==> src/rtl/bus_arb_pkg.sv <==
// bus_arb_pkg: shared types for the two-requester bus arbiter.
//   arb_state_t : IDLE / ISSUE / WAIT transaction phases
//   owner_t     : which requester owns the outstanding transaction
//   bus_req_t   : registered bus request payload (addr, write, wdata, wstrb)
// The payload struct is sized by BUS_ADDR_W / BUS_DATA_W. The arbiter's
// ADDR_W / DATA_W parameters default to these. Change both places together.
package bus_arb_pkg;

  localparam int BUS_ADDR_W = 32;
  localparam int BUS_DATA_W = 32;
  localparam int BUS_STRB_W = BUS_DATA_W / 8;

  typedef enum logic [1:0] {
    IDLE  = 2'd0,
    ISSUE = 2'd1,
    WAIT  = 2'd2
  } arb_state_t;

  typedef enum logic {
    OWNER_F = 1'b0,
    OWNER_L = 1'b1
  } owner_t;

  typedef struct packed {
    logic [BUS_ADDR_W-1:0] addr;
    logic                  write;
    logic [BUS_DATA_W-1:0] wdata;
    logic [BUS_STRB_W-1:0] wstrb;
  } bus_req_t;

endpackage

==> src/rtl/bus_arb_pick.sv <==
// bus_arb_pick: purely combinational winner select between fetch (F) and
// load/store (L).
// Configuration macro: BUS_ARB_ROUND_ROBIN_EN
//   undefined : fixed priority, L beats F on contention
//   defined   : on contention the requester not granted last wins
//               (last_grant port exists only in this build)
// Ports:
//   f_valid, l_valid : request valids
//   last_grant       : previous winner (round-robin build only)
//   winner           : selected owner (meaningful when any valid is set)
//   grant_f, grant_l : valid AND selected, per requester
module bus_arb_pick
  import bus_arb_pkg::*;
(
  input  logic   f_valid,
  input  logic   l_valid,
`ifdef BUS_ARB_ROUND_ROBIN_EN
  input  owner_t last_grant,
`endif
  output owner_t winner,
  output logic   grant_f,
  output logic   grant_l
);

  always_comb begin
    winner = OWNER_L;
`ifdef BUS_ARB_ROUND_ROBIN_EN
    if (f_valid && l_valid) begin
      winner = (last_grant == OWNER_F) ? OWNER_L : OWNER_F;
    end else if (f_valid) begin
      winner = OWNER_F;
    end
`else
    // F only wins when L is not asking.
    if (f_valid && !l_valid) begin
      winner = OWNER_F;
    end
`endif
  end

  assign grant_f = f_valid && (winner == OWNER_F);
  assign grant_l = l_valid && (winner == OWNER_L);

endmodule

==> src/rtl/bus_arbiter.sv <==
// bus_arbiter: shares one bus-master port between instruction fetch (F) and
// load/store (L). One transaction at a time is latched into a single slot,
// issued on the bus, and its response is routed back to the owner.
// Configuration macro: BUS_ARB_ROUND_ROBIN_EN (round-robin arbitration with a
// last_grant register; default build uses fixed L-over-F priority).
// Parameters: ADDR_W, DATA_W, TIMEOUT (WAIT cycles before an error response,
//   0 disables the timeout).
// Ports:
//   clock, reset                 : clock, synchronous active-high reset
//   f_req_* / f_rsp_*            : fetch request (read only) and response
//   l_req_* / l_rsp_*            : load/store request and response
//   bus_req_* / bus_rsp_*        : external bus request and response
//   busy                         : a transaction is in flight
module bus_arbiter
  import bus_arb_pkg::*;
#(
  parameter int          ADDR_W  = BUS_ADDR_W,
  parameter int          DATA_W  = BUS_DATA_W,
  parameter int unsigned TIMEOUT = 255
) (
  input  logic                clock,
  input  logic                reset,
  input  logic                f_req_valid,
  output logic                f_req_ready,
  input  logic [ADDR_W-1:0]   f_req_addr,
  output logic                f_rsp_valid,
  output logic [DATA_W-1:0]   f_rsp_rdata,
  output logic                f_rsp_err,
  input  logic                l_req_valid,
  output logic                l_req_ready,
  input  logic [ADDR_W-1:0]   l_req_addr,
  input  logic                l_req_write,
  input  logic [DATA_W-1:0]   l_req_wdata,
  input  logic [DATA_W/8-1:0] l_req_wstrb,
  output logic                l_rsp_valid,
  output logic [DATA_W-1:0]   l_rsp_rdata,
  output logic                l_rsp_err,
  output logic                bus_req_valid,
  input  logic                bus_req_ready,
  output logic [ADDR_W-1:0]   bus_req_addr,
  output logic                bus_req_write,
  output logic [DATA_W-1:0]   bus_req_wdata,
  output logic [DATA_W/8-1:0] bus_req_wstrb,
  input  logic                bus_rsp_valid,
  input  logic [DATA_W-1:0]   bus_rsp_rdata,
  output logic                busy
);

  arb_state_t state_reg, state_next;
  owner_t     owner_reg, owner_next;
  bus_req_t   payload_reg, payload_next;

  owner_t winner;
  logic   grant_f;
  logic   grant_l;
  logic   timeout_hit;
  logic   rsp_fire;
  logic   rsp_err;
  logic [DATA_W-1:0] rsp_rdata;
  logic [1:0]        rsp_valid_vec;

`ifdef BUS_ARB_ROUND_ROBIN_EN
  owner_t last_grant_reg, last_grant_next;
`endif

  bus_arb_pick u_pick (
    .f_valid    (f_req_valid),
    .l_valid    (l_req_valid),
`ifdef BUS_ARB_ROUND_ROBIN_EN
    .last_grant (last_grant_reg),
`endif
    .winner     (winner),
    .grant_f    (grant_f),
    .grant_l    (grant_l)
  );

  // Next-state and payload capture.
  always_comb begin
    state_next   = state_reg;
    owner_next   = owner_reg;
    payload_next = payload_reg;
`ifdef BUS_ARB_ROUND_ROBIN_EN
    last_grant_next = last_grant_reg;
`endif
    case (state_reg)
      IDLE: begin
        if (f_req_valid || l_req_valid) begin
          owner_next = winner;
`ifdef BUS_ARB_ROUND_ROBIN_EN
          last_grant_next = winner;
`endif
          if (winner == OWNER_L) begin
            payload_next = '{addr: l_req_addr, write: l_req_write,
                             wdata: l_req_wdata, wstrb: l_req_wstrb};
          end else begin
            // Fetches are always reads with no strobes.
            payload_next = '{addr: f_req_addr, write: 1'b0,
                             wdata: '0, wstrb: '0};
          end
          state_next = ISSUE;
        end
      end
      ISSUE: begin
        if (bus_req_ready) begin
          state_next = WAIT;
        end
      end
      WAIT: begin
        if (rsp_fire) begin
          state_next = IDLE;
        end
      end
      default: state_next = IDLE;
    endcase
  end

  always_ff @(posedge clock) begin
    if (reset) begin
      state_reg   <= IDLE;
      owner_reg   <= OWNER_F;
      payload_reg <= '0;
    end else begin
      state_reg   <= state_next;
      owner_reg   <= owner_next;
      payload_reg <= payload_next;
    end
  end

`ifdef BUS_ARB_ROUND_ROBIN_EN
  always_ff @(posedge clock) begin
    if (reset) begin
      last_grant_reg <= OWNER_F;
    end else begin
      last_grant_reg <= last_grant_next;
    end
  end
`endif

  // Response timeout. The counter holds the number of WAIT cycles already
  // spent without a response; it fires on the TIMEOUT-th WAIT cycle.
  generate
    if (TIMEOUT != 0) begin : g_timeout
      localparam int CNT_W = (TIMEOUT > 1) ? $clog2(TIMEOUT) : 1;
      localparam logic [CNT_W-1:0] CNT_LAST = CNT_W'(TIMEOUT - 1);

      logic [CNT_W-1:0] count_reg;

      assign timeout_hit = (state_reg == WAIT) && (count_reg == CNT_LAST);

      always_ff @(posedge clock) begin
        if (reset) begin
          count_reg <= '0;
        end else if (state_reg == ISSUE && bus_req_ready) begin
          count_reg <= '0;
        end else if (state_reg == WAIT && !bus_rsp_valid && !timeout_hit) begin
          count_reg <= count_reg + 1'b1;
        end
      end
    end else begin : g_no_timeout
      assign timeout_hit = 1'b0;
    end
  endgenerate

  // A real response in the timeout cycle takes precedence over the error.
  assign rsp_fire  = (state_reg == WAIT) && (bus_rsp_valid || timeout_hit);
  assign rsp_err   = !bus_rsp_valid;
  assign rsp_rdata = bus_rsp_valid ? bus_rsp_rdata : '0;

  // Response steering: index 0 is F, index 1 is L.
  generate
    for (genvar gi = 0; gi < 2; gi++) begin : g_rsp
      assign rsp_valid_vec[gi] =
        rsp_fire && (owner_reg == ((gi == 1) ? OWNER_L : OWNER_F));
    end
  endgenerate

  assign f_rsp_valid = rsp_valid_vec[0];
  assign l_rsp_valid = rsp_valid_vec[1];
  assign f_rsp_rdata = rsp_rdata;
  assign l_rsp_rdata = rsp_rdata;
  assign f_rsp_err   = rsp_valid_vec[0] && rsp_err;
  assign l_rsp_err   = rsp_valid_vec[1] && rsp_err;

  assign f_req_ready = (state_reg == IDLE) && grant_f;
  assign l_req_ready = (state_reg == IDLE) && grant_l;

  assign bus_req_valid = (state_reg == ISSUE);
  assign bus_req_addr  = payload_reg.addr;
  assign bus_req_write = payload_reg.write;
  assign bus_req_wdata = payload_reg.wdata;
  assign bus_req_wstrb = payload_reg.wstrb;

  assign busy = (state_reg != IDLE);

  // The bus must not answer before it has accepted the request.
  a_no_rsp_in_issue: assert property (@(posedge clock) disable iff (reset)
    !(state_reg == ISSUE && bus_rsp_valid));

endmodule

==> config.mk <==
export PLATFORM = sky130hd
export DESIGN_NAME = bus_arbiter
export DESIGN_NICKNAME = d
export VERILOG_FILES = /design/src/rtl/bus_arb_pkg.sv /design/src/rtl/bus_arb_pick.sv /design/src/rtl/bus_arbiter.sv
export SDC_FILE = /design/constraint.sdc
export NUM_CORES = 1
export LEC_CHECK = 0
export BUFFER_PORTS_ARGS = -buffer_cell sky130_fd_sc_hd__buf_2
export CAP_MARGIN = 20
export CORE_AREA = 2 2 107 109
export CTS_CLUSTER_SIZE = 28
export DETAILED_ROUTE_END_ITERATION = 10
export DIE_AREA = 0 0 109 111
export PLACE_DENSITY_LB_ADDON = 0.2
export SYNTH_ARGS = -nofsm -noshare
export SYNTH_HDL_FRONTEND = slang
export SYNTH_HIERARCHICAL = 1
export SYNTH_SLANG_ARGS = --single-unit
==> constraint.sdc <==
create_clock -name clock -period 4.3 [get_ports clock]
set_clock_uncertainty 0.2 [all_clocks]
set_input_delay 0 -clock clock [delete_from_list [all_inputs] [get_ports clock]]
set_output_delay 0 -clock clock [all_outputs]
set_load 0.05 [all_outputs]
# Word level (Yosys, flattened, before mapping)
# Cells that the tools add are included.
# classes
add_sub_neg	1
n_mux	7
eq_ne	6
reduce_logical	24
bitwise	1
# op_table
operator	count
two-way mux 69 bit	1
two-way mux 32 bit	1
logical AND 1 bit	14
adder 8 x 1 -> 8 bit, second input constant	1
equality test 8 bit, second input constant	1
two-way mux 2 bit	3
one-hot mux 2 bit (3 select lines)	1
!= test 2 bit, second input constant	2
logical NOT 1 bit	3
AND reduction 3 bit	1
equality test 2 x 1 -> 1 bit, second input constant	1
equality test 2 bit, second input constant	1
logical NOT 2 bit	1
logical OR 1 bit	2
!= test 2 x 1 -> 1 bit, second input constant	1
AND reduction 2 bit	1
nonzero test 2 bit	1
OR reduction 2 bit	1
two-way mux 1 bit	1
NOT 1 bit	1
# totals
word_cells	46
register_bits	80

# Logic depth before layout (Yosys ltp)
# Gate-level depths: netlist of the first run.
# logic_depth
word_depth	6
depth_mapped	6
depth_no_buf	5

# Modules after synthesis
# The synthesis of the first run kept the hierarchy.
# by_module_without_submodules
module	cells_per_inst	n_inst	area_each_um2
bus_arbiter	469	1	4056.4
bus_arb_pick	3	1	16.3

# Worst setup path after synthesis of the first run
# Ideal clock, no wire load.
# synth_path
path_type	register -> output
start	register g_timeout.count_reg[0]
end	output port f_rsp_valid
arrival_time_ps	2622
required_time_ps	4100
stages_incl_launch_ff	7
slack_ps	1478
path_cell_list	dfxtp_1 inv_1 ha_1 and4_1 buf_2 a21oi_1 nor4b_1
# synth_between
elab_chain_cells	5
# synth_rtl
element	line_no	source
start, declared	bus_arbiter.sv:146	logic [CNT_W-1:0] count_reg;
start signal, assigned	bus_arbiter.sv:156	count_reg <= count_reg + 1'b1;
equality test 8 bit	bus_arbiter.sv:148	assign timeout_hit = (state_reg == WAIT) && (count_reg == CNT_LAST);
logical AND 1 bit	bus_arbiter.sv:148	
logical OR 1 bit	bus_arbiter.sv:165	assign rsp_fire = (state_reg == WAIT) && (bus_rsp_valid || timeout_hit);
logical AND 1 bit	bus_arbiter.sv:165	
logical AND 1 bit	bus_arbiter.sv:173	rsp_fire && (owner_reg == ((gi == 1) ? OWNER_L : OWNER_F));
end, declared	bus_arbiter.sv:26	output logic f_rsp_valid,
# No other way between the ends.

# Final worst setup path of the first run
# layout_path
start	register g_timeout.count_reg[0]
end	output port l_rsp_valid
# layout_between
elab_chain_cells	5
# layout_rtl
element	line_no	source
equality test 8 bit	bus_arbiter.sv:148	
logical AND 1 bit	bus_arbiter.sv:148	
logical OR 1 bit	bus_arbiter.sv:165	
logical AND 1 bit	bus_arbiter.sv:165	
logical AND 1 bit	bus_arbiter.sv:173	
end, declared	bus_arbiter.sv:35	output logic l_rsp_valid,
# No other way between the ends.

==> metrics.md, run 1 <==
| Metric | Value |
|---|---|
| Area after DPL | `5250 um2` |
| Sw Pwr | `roughly 0.00092 W` |
| Overflow after GRT | `0` |
| RSZ-0062 raised after global routing | `false` |
| CP peak stage delay | `0.38 ns` |
| Cts bufs inserted | `9` |
| Post-synth EDFFs | `0` |
| Number of global-route vias before repair | `4790` |
| MaxCap Viol Count | `0` |
| Crit path max fanout | `6` |
| HP Class | `in -> reg` |
| Global-route wire length before repair | `23400 um` |
| Setup TNS Final | `0 ns` |
| DIE HEIGHT | `111 um` |
| Post-synthesis simple-gate area fraction | `17.9%` |
| Mapped Area | `4070 um2` |
| Worst R2R End | `state_reg[0]` |
| FFs w/ async S/R, synth | `0%` |
| Largest net degree at the start of global routing | `74` |
| Synthesized flop and latch total | `80` |
| Final setup viols | `0` |
| IO Port Bufs | `279` |
| Initial Util | `36.8%` |
| Core area | `about 11000 um2` |
| Compound-cell area share of the yosys netlist | `a little over a fifth` |
| CTS resizes | `0` |
| Residual DRC | `0` |
| Clk sinks | `80` |
| Layout cells sized above 1 | `about 39%` |
| Nets@finish | `928` |
| Initial DRC Count | `322` |
| Storage element area | `roughly 1600 um2` |
| H-Tree Depth | `3` |
| Row Count | `39` |
| Synth Area in Adders | `0.614%` |
| GP Congestion | `0.839` |
| Largest family of logic cells by synthesized area | `compound AO/OA/AOI/OAI gates` |
| Final total power | `0.00250 W` |
| Critical path type | `reg -> out` |
| Status | `completed` |
| Die X | `109 um` |
| Hpwl dp | `roughly 9800 um` |
| Slew Viols, Final | `0` |
| Reg2reg path depth | `5` |
| Critical Path RT | `just over 4 ns` |
| Worst vdd ir | `0.203 mV` |
| Data arrival, critical path | `around 2 ns` |
| Pwr Density | `379 nW/um2` |
| Setup crit start | `g_timeout.count_reg[0]` |
| TritonCTS clock tree | `done` |
| Cells along the critical path | `inv_1 -> ha_1 -> and4_1 -> a21oi_1 -> nor4bb_1 -> buf_2` |
| Leakage | `3.22 nW` |
| Worst Hold Depth | `4` |
| Final min period | `2.25 ns` |
| DRT Pass-1 Iters | `5` |
| Die ar. | `12100 um2` |
| Synth Warn # | `6` |
| Final instance area | `6590 um2` |
| Clk buf depth | `2` |
| Sequential-to-total area share from yosys stat | `39.3%` |
| Power Internal | `0.00158 W` |
| Switching portion of total power | `36.7%` |
| Synth Instances | `around 470` |
| CP Launch Type | `flip-flop` |
| Synthesis-to-finish area growth | `61.9%` |
| Clk pwr share | `between 30% and 40%` |
| Most frequently used flop master after synthesis | `dfxtp_1` |
| Flop pwr share | `33.8%` |
| Mean Syn Cell Area | `between 8 and 9 um2` |
| DR vias | `4839` |
| Crit-path slowest cell | `and4_1` |
| Detailed-route wire length per cell | `roughly 16 um` |
| Clock latency on the worst-skew pair | `0.33 ns` |
| Endpoint class of the critical path | `primary output` |
| XOR/XNOR Fraction of Synth Area | `0%` |
| # diodes | `0` |
| Post-synthesis net count | `613` |
| Via density | `~5.2` |
| Unique masters post-synth | `38` |
| Reg2reg setup slack | `2.11 ns` |
| Fmax | `0.444 GHz` |
| Count of final hold-check violations | `0` |
| Hold Crit Start | `f_req_valid` |
| Routed Antenna Nets | `0` |
| Slew headroom | `~36%` |
| GRT Util Overall | `around a quarter` |
| Fin crit share | `between 50% and 60%` |
| Initial antenna violation count | `0` |
| Top-level I/O count | `280` |
| Reg clk slew, reported paths | `0.06 ns` |
| Utilization after layout | `59.5%` |
| Combinational power share | `33.8%` |
| Slew @ Worst Pin | `0.961 ns` |
| Multi-input logic area | `2010 um2` |
| Routed WL | `15100 um` |
| Hold Path End | `bus_req_wdata[17]` |
| Reg2reg start | `state_reg[0]` |
| Post-synthesis mux area share | `9.09%` |
| Filler cell count | `983` |
| Root Driver | `clkbuf_16` |
## per-stage QoR
stage	std cells	setup slack (ns)	hold WS (ns)
after global placement	816	2.46	0.0787
after global routing	935	1.88	0.0515
after CTS	935	2.03	0.000447
after detailed placement	816	2.37	0.0854
after floorplan	472	1.48	-0.0312
final	935	2.05	0.00497
## area by class of cell
class	instances	share of cell area, %
sequential	80	24.3
clock inverter	5	1.23
clock buffer	11	3.53
inverter	5	0.285
tap	143	2.71
timing repair buffer	387	37.4
multi-input combinational	304	30.6
## cells in the final DEF, fill, tap and decap left out, types with 2 or more instances in the layout
| cell type | synthesis | layout |
|---|---|---|
| nand3_1 | 10 | 10 |
| dlygate4sd3_1 | 0 | 103 |
| nand2_1 | 3 | 3 |
| o21ai_1 | 11 | 11 |
| bufinv_16 | 0 | 2 |
| a21oi_1 | 73 | 73 |
| ha_1 | 2 | 2 |
| nand4b_1 | 2 | 2 |
| and4_1 | 2 | 2 |
| nor4_1 | 2 | 2 |
| buf_4 | 32 | 5 |
| and2_1 | 34 | 34 |
| buf_2 | 21 | 279 |
| a211oi_1 | 34 | 34 |
| nor2_2 | 0 | 2 |
| nor2b_1 | 2 | 2 |
| clkbuf_16 | 0 | 9 |
| clkbuf_1 | 28 | 2 |
| dfxtp_1 | 80 | 80 |
| o21ai_0 | 28 | 28 |
| mux2i_1 | 37 | 37 |
| and4b_1 | 2 | 2 |
| nand4_1 | 39 | 39 |
| nand3b_1 | 5 | 5 |
| inv_1 | 4 | 4 |
## power groups by stage
stage | clock, W | combinational, W | sequential [W]
2_1_floorplan | 0 | 0.000360 | 0.00107
3_3_place_gp | 0 | 0.000748 | 0.000858
3_5_place_dp | 0 | 0.000757 | 0.000857
4_1_cts | 0.000827 | 0.000839 | 0.000843
5_1_grt | 0.000853 | 0.000898 | 0.000851
6_report | 0.000809 | 0.000844 | 0.000843
## synthesized netlist by cell type (2+ instances only)
| cell | n | area share (%) |
|---|---|---|
| a211oi_1 | 34 | 6.3 |
| a21oi_1 | 73 | 9.0 |
| and2_1 | 34 | 5.2 |
| and4_1 | 2 | 0.43 |
| and4b_1 | 2 | 0.49 |
| buf_1 | 2 | 0.18 |
| buf_2 | 21 | 2.6 |
| buf_4 | 32 | 5.9 |
| clkbuf_1 | 28 | 2.6 |
| dfxtp_1 | 80 | 39 |
| ha_1 | 2 | 0.61 |
| inv_1 | 4 | 0.37 |
| mux2i_1 | 37 | 9.1 |
| nand2_1 | 3 | 0.28 |
| nand3_1 | 10 | 1.2 |
| nand3b_1 | 5 | 0.92 |
| nand4_1 | 39 | 6.0 |
| nand4b_1 | 2 | 0.43 |
| nor2_1 | 4 | 0.37 |
| nor2b_1 | 2 | 0.31 |
| nor4_1 | 2 | 0.31 |
| o21ai_0 | 28 | 3.4 |
| o21ai_1 | 11 | 1.4 |
## per-layer routing
| metal | global-route usage [%] | vias to the layer above | share of wire (%) |
|---|---|---|---|
| li1 | - | 2334 | - |
| met1 | 25.2 | 2216 | 36 |
| met2 | 46.0 | 255 | 52 |
| met3 | 5.29 | 34 | 8.4 |
| met4 | 11.0 | 0 | 2.8 |
| met5 | 0 | - | 0 |
## worst max-delay path, delay by kind of cell (launching register included)
kind,cells,cell delay (ns)
AO/OA/AOI/OAI,1,0.13
buffers and inverters,2,0.41
flip-flops,1,0.36
AND/OR/NAND/NOR,2,0.64
adder cells (fa/ha/maj),1,0.19
## how the worst max path moves through the flow
stage / endpoint / cells after the start
CTS: l_rsp_valid / 6
floorplan: f_rsp_valid / 6
finish: l_rsp_valid / 6
detailed placement: bus_req_addr[13] / 5
global placement: bus_req_addr[1] / 5
global route: l_rsp_valid / 6
## repair_timing
action / 4_1_cts / 5_1_grt
buffers inserted: 0 / 0
endpoints found under the hold margin: 70 / 0
hold buffers: 103 / 0
## kinds of logic (layout without fill, tap and decap cells)
family / count (synthesis) / in the layout
multiplexers: 37 / 37
buffers and inverters: 88 / 408
AND/OR/NAND/NOR: 114 / 114
flip-flops: 80 / 80
adder cells (fa/ha/maj): 2 / 2
AO/OA/AOI/OAI: 151 / 151
Note: power is estimated with default switching activity, not from simulation.
==> run 2: changes to the inputs <==
--- a/config.mk
+++ b/config.mk
@@ -7,10 +7,10 @@
 export LEC_CHECK = 0
 export BUFFER_PORTS_ARGS = -buffer_cell sky130_fd_sc_hd__buf_2
 export CAP_MARGIN = 20
-export CORE_AREA = 2 2 107 109
+export CORE_AREA = 2 2 110 112
 export CTS_CLUSTER_SIZE = 28
 export DETAILED_ROUTE_END_ITERATION = 10
-export DIE_AREA = 0 0 109 111
+export DIE_AREA = 0 0 112 114
 export PLACE_DENSITY_LB_ADDON = 0.2
 export SYNTH_ARGS = -nofsm -noshare
 export SYNTH_HDL_FRONTEND = slang
==> constraint.sdc (replaced) <==
create_clock -name clock -period 1.88 [get_ports clock]
set_clock_uncertainty 0.2 [all_clocks]
set_input_delay 0 -clock clock [delete_from_list [all_inputs] [get_ports clock]]
set_output_delay 0 -clock clock [all_outputs]
set_load 0.05 [all_outputs]
==> run 2 against run 1 <==
  * The flow now finishes with violations (setup timing)
  * Sequential share of layout area is 1.3 points lower
  * Flip-flop and latch count unchanged
  * Via count rose by 3.1%
  * Register-to-register slack worse by 2.1 ns
  * Critical path depth unchanged
  * Critical endpoint unchanged
==> metrics.md, run 2 (synthesis results as in run 1) <==
| Metric | Value |
|---|---|
| Status | `finished, violations left` |
| Failing checks | `setup timing` |
| CP Capture Point | `l_rsp_valid` |
| Initial DRC Count | `262 (-19%)` |
| Number of global-route vias before repair | `4949 (+3.3%)` |
| Fmax | `0.520 GHz` |
| Residual DRC | `0 (unchanged)` |
| Final setup viols | `1 (+1)` |
| Die ar. | `12800 um2 (+5.5%)` |
| Via density | `5.20 (+0.52%)` |
| Utilization after layout | `59.6% (+0.12 points)` |
| Clk sinks | `80 (unchanged)` |
| Synthesis-to-finish area growth | `71.5%` |
| Setup crit start | `g_timeout.count_reg[0]` |
| Pre-CTS setup slack | `0.172 ns (-2.20 ns)` |
| Initial Util | `34.8% (-2.0 points)` |
| Reg2reg start | `state_reg[0]` |
| HP Class | `in -> reg` |
| DIE HEIGHT | `114 um (+2.7%)` |
| Final non-filler cell total | `959 (+2.6%)` |
| Worst R2R End | `bus_req_wdata[16]` |
| Final worst slack | `-0.0438 ns (-2.09 ns)` |
| # diodes | `0 (unchanged)` |
| Reg clk slew, reported paths | `0.06 ns (about the same)` |
| Critical Path RT | `1.68 ns (-2.42 ns)` |
| Top-level I/O count | `280 (unchanged)` |
| Detailed-route wire length per cell | `17.3 um (+7.2%)` |
| Layout cells sized above 1 | `42.4% (+3.6 points)` |
| MaxCap Viol Count | `0 (unchanged)` |
| Hpwl dp | `10400 um (+6.3%)` |
| Count of final hold-check violations | `0 (unchanged)` |
| Leakage | `3.39 nW (+5.3%)` |
| Most common cell after layout, fill and taps aside | `buf_2` |
| Routed Antenna Nets | `0 (unchanged)` |
| Clk buf depth | `2 (unchanged)` |
| Nets@finish | `948 (+2.2%)` |
| GRT Util Overall | `24.6% (+0.11 points)` |
| Filler cell count | `993 (+1.0%)` |
| Clock latency on the worst-skew pair | `0.33 ns (about the same)` |
| Dpl cells | `834 (+2.2%)` |
| DRT Pass-1 Iters | `4 (-1)` |
| Data arrival, critical path | `1.72 ns (-0.33 ns)` |
| Most frequent cells in the layout | `273 x buf_2, 104 x dlygate4sd3_1, 77 x dfxtp_1` |
| Largest net degree at the start of global routing | `57 (-23%)` |
| Final min period | `1.92 ns` |
| Global-route wire length before repair | `25000 um (+6.9%)` |
| Routed WL | `16600 um (+10%)` |
| Slew Viols, Final | `0 (unchanged)` |
| Crit path max fanout | `3 (-3)` |
| Initial antenna violation count | `0 (unchanged)` |
| TritonCTS clock tree | `done` |
| Core area | `11700 um2 (+5.7%)` |
| RSZ-0062 raised after global routing | `true` |
| Worst vdd ir | `0.456 mV (+120%)` |
| Reg2reg setup slack | `0.04 ns (-2.07 ns)` |
| Hold Crit Start | `f_req_valid` |
| Overflow after GRT | `0 (unchanged)` |
| H-Tree Depth | `3 (unchanged)` |
| Row Count | `40 (+2.6%)` |
| Pwr Density | `834 nW/um2 (+120%)` |
| Slew @ Worst Pin | `0.477 ns (-0.484 ns)` |
| GP Congestion | `0.865 (+3.0%)` |
| Root Driver | `clkbuf_16` |
| IO Port Bufs | `279 (unchanged)` |
| Critical path type | `reg -> out` |
| Die X | `112 um (+2.8%)` |
| Fin crit share | `102%` |
| Reg2reg path depth | `5 (unchanged)` |
| Cts bufs inserted | `9 (unchanged)` |
| Slew headroom | `68.1% (+32 points)` |
| CP Launch Type | `flip-flop` |
| Endpoint class of the critical path | `primary output` |
| DR vias | `4989 (+3.1%)` |
## run 2: changes by cell type in the layout (fill, tap and decap cells not counted), moves of 2 or more
cell	delta
dfxtp_1	-3
buf_12	+6
buf_2	-6
buf_6	+2
and4_1	-2
and4_4	+2
dfxtp_2	+3
clkbuf_1	-2
buf_4	+14
## run 2: layout make-up
| cell class | instances | area [um2] | share of cell area, % |
|---|---|---|---|
| Timing Repair Buffer | 407 | 2770 | 39.6 |
| Multi-Input combinational cell | 304 | 2110 | 30.2 |
| Sequential cell | 80 | 1610 | 23.0 |
| Clock buffer | 9 | 225 | 3.22 |
| Tap cell | 147 | 184 | 2.63 |
| Clock inverter | 7 | 80.1 | 1.15 |
| Inverter | 5 | 18.8 | 0.269 |
## run 2: power by group
group | leakage (nW) | total (W) | switching, W | internal [W]
Clock | 0.148 | 0.00181 | 0.000763 | 0.00105
Combinational | 2.58 | 0.00209 | 0.00138 | 0.000705
Sequential | 0.661 | 0.00193 | 0.0000831 | 0.00184
Total | 3.39 | 0.00583 | 0.00223 | 0.00359
## run 2: metal layers
metal	routed length (um)	track usage, %
met2	8780	47.2
met1	6170	25.9
met4	382	8.46
met5	0	0
met3	1250	6.75
## run 2: per-stage QoR
step / setup TNS, ns / cell area, um2 / total power, W / hold slack [ns]
2_1_floorplan: 0 / 4120 / 0.00328 / -0.0312
3_3_place_gp: 0 / 5470 / 0.00374 / 0.0776
3_5_place_dp: 0 / 5470 / 0.00376 / 0.0830
4_1_cts: -0.0799 / 6900 / 0.00580 / 0.00449
5_1_grt: -0.296 / 6980 / 0.00605 / 0.0135
6_report: -0.0438 / 6980 / 0.00583 / 0.0227
## run 2: how the worst min path moves through the flow
stage / endpoint / slack [ns] / depth (start not counted)
2_1_floorplan: bus_req_wdata[26] / -0.03 / 2
3_3_place_gp: bus_req_wdata[16] / 0.08 / 3
3_5_place_dp: bus_req_wdata[5] / 0.08 / 3
4_1_cts: bus_req_wdata[28] / 0.004 / 4
5_1_grt: bus_req_wdata[28] / 0.01 / 4
6_report: bus_req_wdata[28] / 0.02 / 4
## run 2: worst max-delay path, cell delays in order (launching register included)
cell and delay [ns]:
dfxtp_2 0.33, inv_2 0.07, ha_4 0.13, and4_4 0.22
a21oi_4 0.07, nor4bb_4 0.39, buf_12 0.19
## run 2: timing repair
action | 4_1_cts | 5_1_grt
hold buffers | 104 | 0
endpoints found under the hold margin | 79 | 0
gates cloned | 1 | 1
buffers inserted | 0 | 3
endpoints found under the setup margin | 6 | 6
gates resized for setup | 16 | 7
pin swaps | 4 | 4
==> run 3: changes to the inputs <==
--- a/config.mk
+++ b/config.mk
@@ -7,10 +7,10 @@
 export LEC_CHECK = 0
 export BUFFER_PORTS_ARGS = -buffer_cell sky130_fd_sc_hd__buf_2
 export CAP_MARGIN = 20
-export CORE_AREA = 2 2 110 112
+export CORE_AREA = 2 2 107 109
 export CTS_CLUSTER_SIZE = 28
 export DETAILED_ROUTE_END_ITERATION = 10
-export DIE_AREA = 0 0 112 114
+export DIE_AREA = 0 0 109 111
 export PLACE_DENSITY_LB_ADDON = 0.2
 export SYNTH_ARGS = -nofsm -noshare
 export SYNTH_HDL_FRONTEND = slang
==> constraint.sdc (replaced) <==
create_clock -name clock -period 2.21 [get_ports clock]
set_clock_uncertainty 0.2 [all_clocks]
set_input_delay 0 -clock clock [delete_from_list [all_inputs] [get_ports clock]]
set_output_delay 0 -clock clock [all_outputs]
set_load 0.05 [all_outputs]
==> run 3 against run 2 <==
  * The flow now finishes without violations
  * Wire length fell by 6.5%
  * Clock-buffer cell count rose by 1
  * Combinational power fell by 20%
  * Critical path depth fell by 1
  * Total power fell by 16%
  * Via count fell by 1.9%
  * First-iteration DRC count rose by 4.6%
  * Flip-flop and latch count did not move
  * Largest power group unchanged
==> metrics.md, run 3 (synthesis results as in run 1) <==
| Metric | Value |
|---|---|
| MaxCap Viol Count | `0 (unchanged)` |
| Multi-input logic area | `2030 um2 (-3.4%)` |
| Pre-CTS setup slack | `0.373 ns (+0.201 ns)` |
| Routed Antenna Nets | `0 (unchanged)` |
| Data arrival, critical path | `1.87 ns (+0.15 ns)` |
| Overflow after GRT | `0 (unchanged)` |
| Hpwl dp | `10300 um (-1.3%)` |
| Slew Viols, Final | `0 (unchanged)` |
| DR vias | `4896 (-1.9%)` |
| Number of global-route vias before repair | `4854 (-1.9%)` |
| Clk buf depth | `2 (unchanged)` |
| Clk sinks | `80 (unchanged)` |
| Leakage | `3.28 nW (-3.3%)` |
| Reg clk slew, reported paths | `0.06 ns (about the same)` |
| Global-route wire length before repair | `23700 um (-5.1%)` |
| Detailed-route wire length per cell | `16.4 um (-5.1%)` |
| Final min period | `2.07 ns` |
| Core area | `11100 um2 (-5.4%)` |
| WHS | `0.0764 ns (+0.0536 ns)` |
| Crit-path slowest cell | `dfxtp_1` |
| Critical path type | `reg -> out` |
| RSZ-0062 raised after global routing | `false` |
| Critical Path Stages | `5 (-1)` |
| Row Count | `39 (-2.5%)` |
| Fmax | `0.483 GHz` |
| GP Congestion | `0.792 (-8.4%)` |
| Sw Pwr | `0.00182 W (-18%)` |
| Residual DRC | `0 (unchanged)` |
| Layout cells sized above 1 | `40.0% (-2.3 points)` |
| Largest net degree at the start of global routing | `55 (-3.5%)` |
| Filler cell count | `945 (-4.8%)` |
| Combinational power share | `34.0% (-1.9 points)` |
| Die X | `109 um (-2.7%)` |
| Utilization after layout | `60.6% (+0.95 points)` |
| Power Internal | `0.00310 W (-14%)` |
| Count of final hold-check violations | `0 (unchanged)` |
| CP peak stage delay | `0.41 ns (+0.02 ns)` |
| Pwr Density | `733 nW/um2 (-12%)` |
| Worst Hold Depth | `5 (+1)` |
| Endpoint class of the critical path | `primary output` |
| Worst path bufs/invs | `1 (-1)` |
| Final worst slack | `0.138 ns (+0.181 ns)` |
| Switching portion of total power | `37.0% (-1.3 points)` |
| Most common cell after layout, fill and taps aside | `buf_2` |
| Most frequent cells in the layout | `277 x buf_2, 103 x dlygate4sd3_1, 80 x dfxtp_1` |
| Worst vdd ir | `0.410 mV (-10%)` |
| DIE HEIGHT | `111 um (-2.6%)` |
| Slew @ Worst Pin | `0.628 ns (+0.151 ns)` |
| Post-CTS Setup Repair Bufs | `0 (unchanged)` |
| Fin crit share | `93.8%` |
| Final total power | `0.00492 W (-16%)` |
| Initial antenna violation count | `0 (unchanged)` |
| Clk pwr share | `32.7% (+1.6 points)` |
| Flop pwr share | `33.3% (+0.2 points)` |
| H-Tree Depth | `3 (unchanged)` |
| Routed WL | `15500 um (-6.5%)` |
| Storage element area | `1600 um2 (-0.23%)` |
| DRT Pass-1 Iters | `4 (unchanged)` |
| TritonCTS clock tree | `done` |
| CP Launch Type | `flip-flop` |
| Via density | `5.18 (-0.41%)` |
| Cts bufs inserted | `9 (unchanged)` |
| Clock latency on the worst-skew pair | `0.33 ns (about the same)` |
| Largest delay share family, worst path | `simple AND/OR/NAND/NOR gates` |
| Cells along the critical path | `ha_1 -> and4_1 -> a21oi_1 -> nor4bb_2 -> buf_4` |
| HP Class | `in -> reg` |
| Status | `completed` |
| Nets@finish | `938 (-1.1%)` |
| Reg2reg path depth | `6 (+1)` |
| Die ar. | `12100 um2 (-5.2%)` |
| Synthesis-to-finish area growth | `64.8%` |
| Crit path max fanout | `6 (+3)` |
| Root Driver | `clkbuf_16` |
| Initial DRC Count | `274 (+4.6%)` |
| Top-level I/O count | `280 (unchanged)` |
| # diodes | `0 (unchanged)` |
| IO Port Bufs | `279 (unchanged)` |
| Slew headroom | `58.1% (-10 points)` |
| Initial Util | `36.8% (+2.0 points)` |
| Final setup viols | `0 (-1)` |
| Critical Path RT | `2.01 ns (+0.33 ns)` |
| GRT Util Overall | `24.9% (+0.23 points)` |
[run 3: area by class of cell]
class / instances / area share, %
clock buffer: 10 / 3.41
sequential: 80 / 23.9
inverter: 5 / 0.280
clock inverter: 6 / 1.38
tap: 143 / 2.67
multi-input combinational: 304 / 30.3
timing repair buffer: 397 / 38.1
[run 3: tightest hold or removal path: cells and delay by family]
kind	cells	cell delay, ns
buffers and inverters	2	0.31
AO/OA/AOI/OAI	2	0.18
AND/OR/NAND/NOR	1	0.05
[run 3: per-stage QoR]
stage | setup TNS, ns | cells | cell area (um2)
after global routing | 0 | 945 | 6710
after detailed placement | 0 | 826 | 5350
after CTS | 0 | 945 | 6710
after global placement | 0 | 826 | 5350
after floorplan | -0.0288 | 472 | 4090
final | 0 | 945 | 6710
[run 3: path summary, 6_finish.rpt]
| kind | start | end | slack [ns] |
|---|---|---|---|
| worst max-delay path | g_timeout.count_reg[1] | l_rsp_valid | 0.14 |
| worst min-delay path | l_req_valid | bus_req_wdata[6] | 0.08 |
| worst max register to register | g_timeout.count_reg[0] | g_timeout.count_reg[6] | 0.38 |
| worst min register to register | bus_req_wstrb[2] | bus_req_wstrb[2] | 0.27 |
[run 3: power groups by stage]
| stage | Combinational, W | Clock [W] | Sequential, W |
|---|---|---|---|
| after global routing | 0.00177 | 0.00172 | 0.00165 |
| after CTS | 0.00166 | 0.00163 | 0.00164 |
| after detailed placement | 0.00150 | 0 | 0.00167 |
| after global placement | 0.00148 | 0 | 0.00167 |
| final | 0.00167 | 0.00161 | 0.00164 |
| after floorplan | 0.000702 | 0 | 0.00208 |
[run 3: metal layers]
metal	track usage, %	routed length (um)	up-vias
met5	0	0	-
met4	8.12	252	0
met3	5.06	1120	23
met2	46.7	8240	218
met1	27.0	5880	2290
li1	-	-	2365
[run 3: what timing repair did]
action / CTS / global route
hold buffers: 103 / 0
hold endpoints to repair: 72 / 0
resized for setup: 0 / 4
setup endpoints to repair: 0 / 2
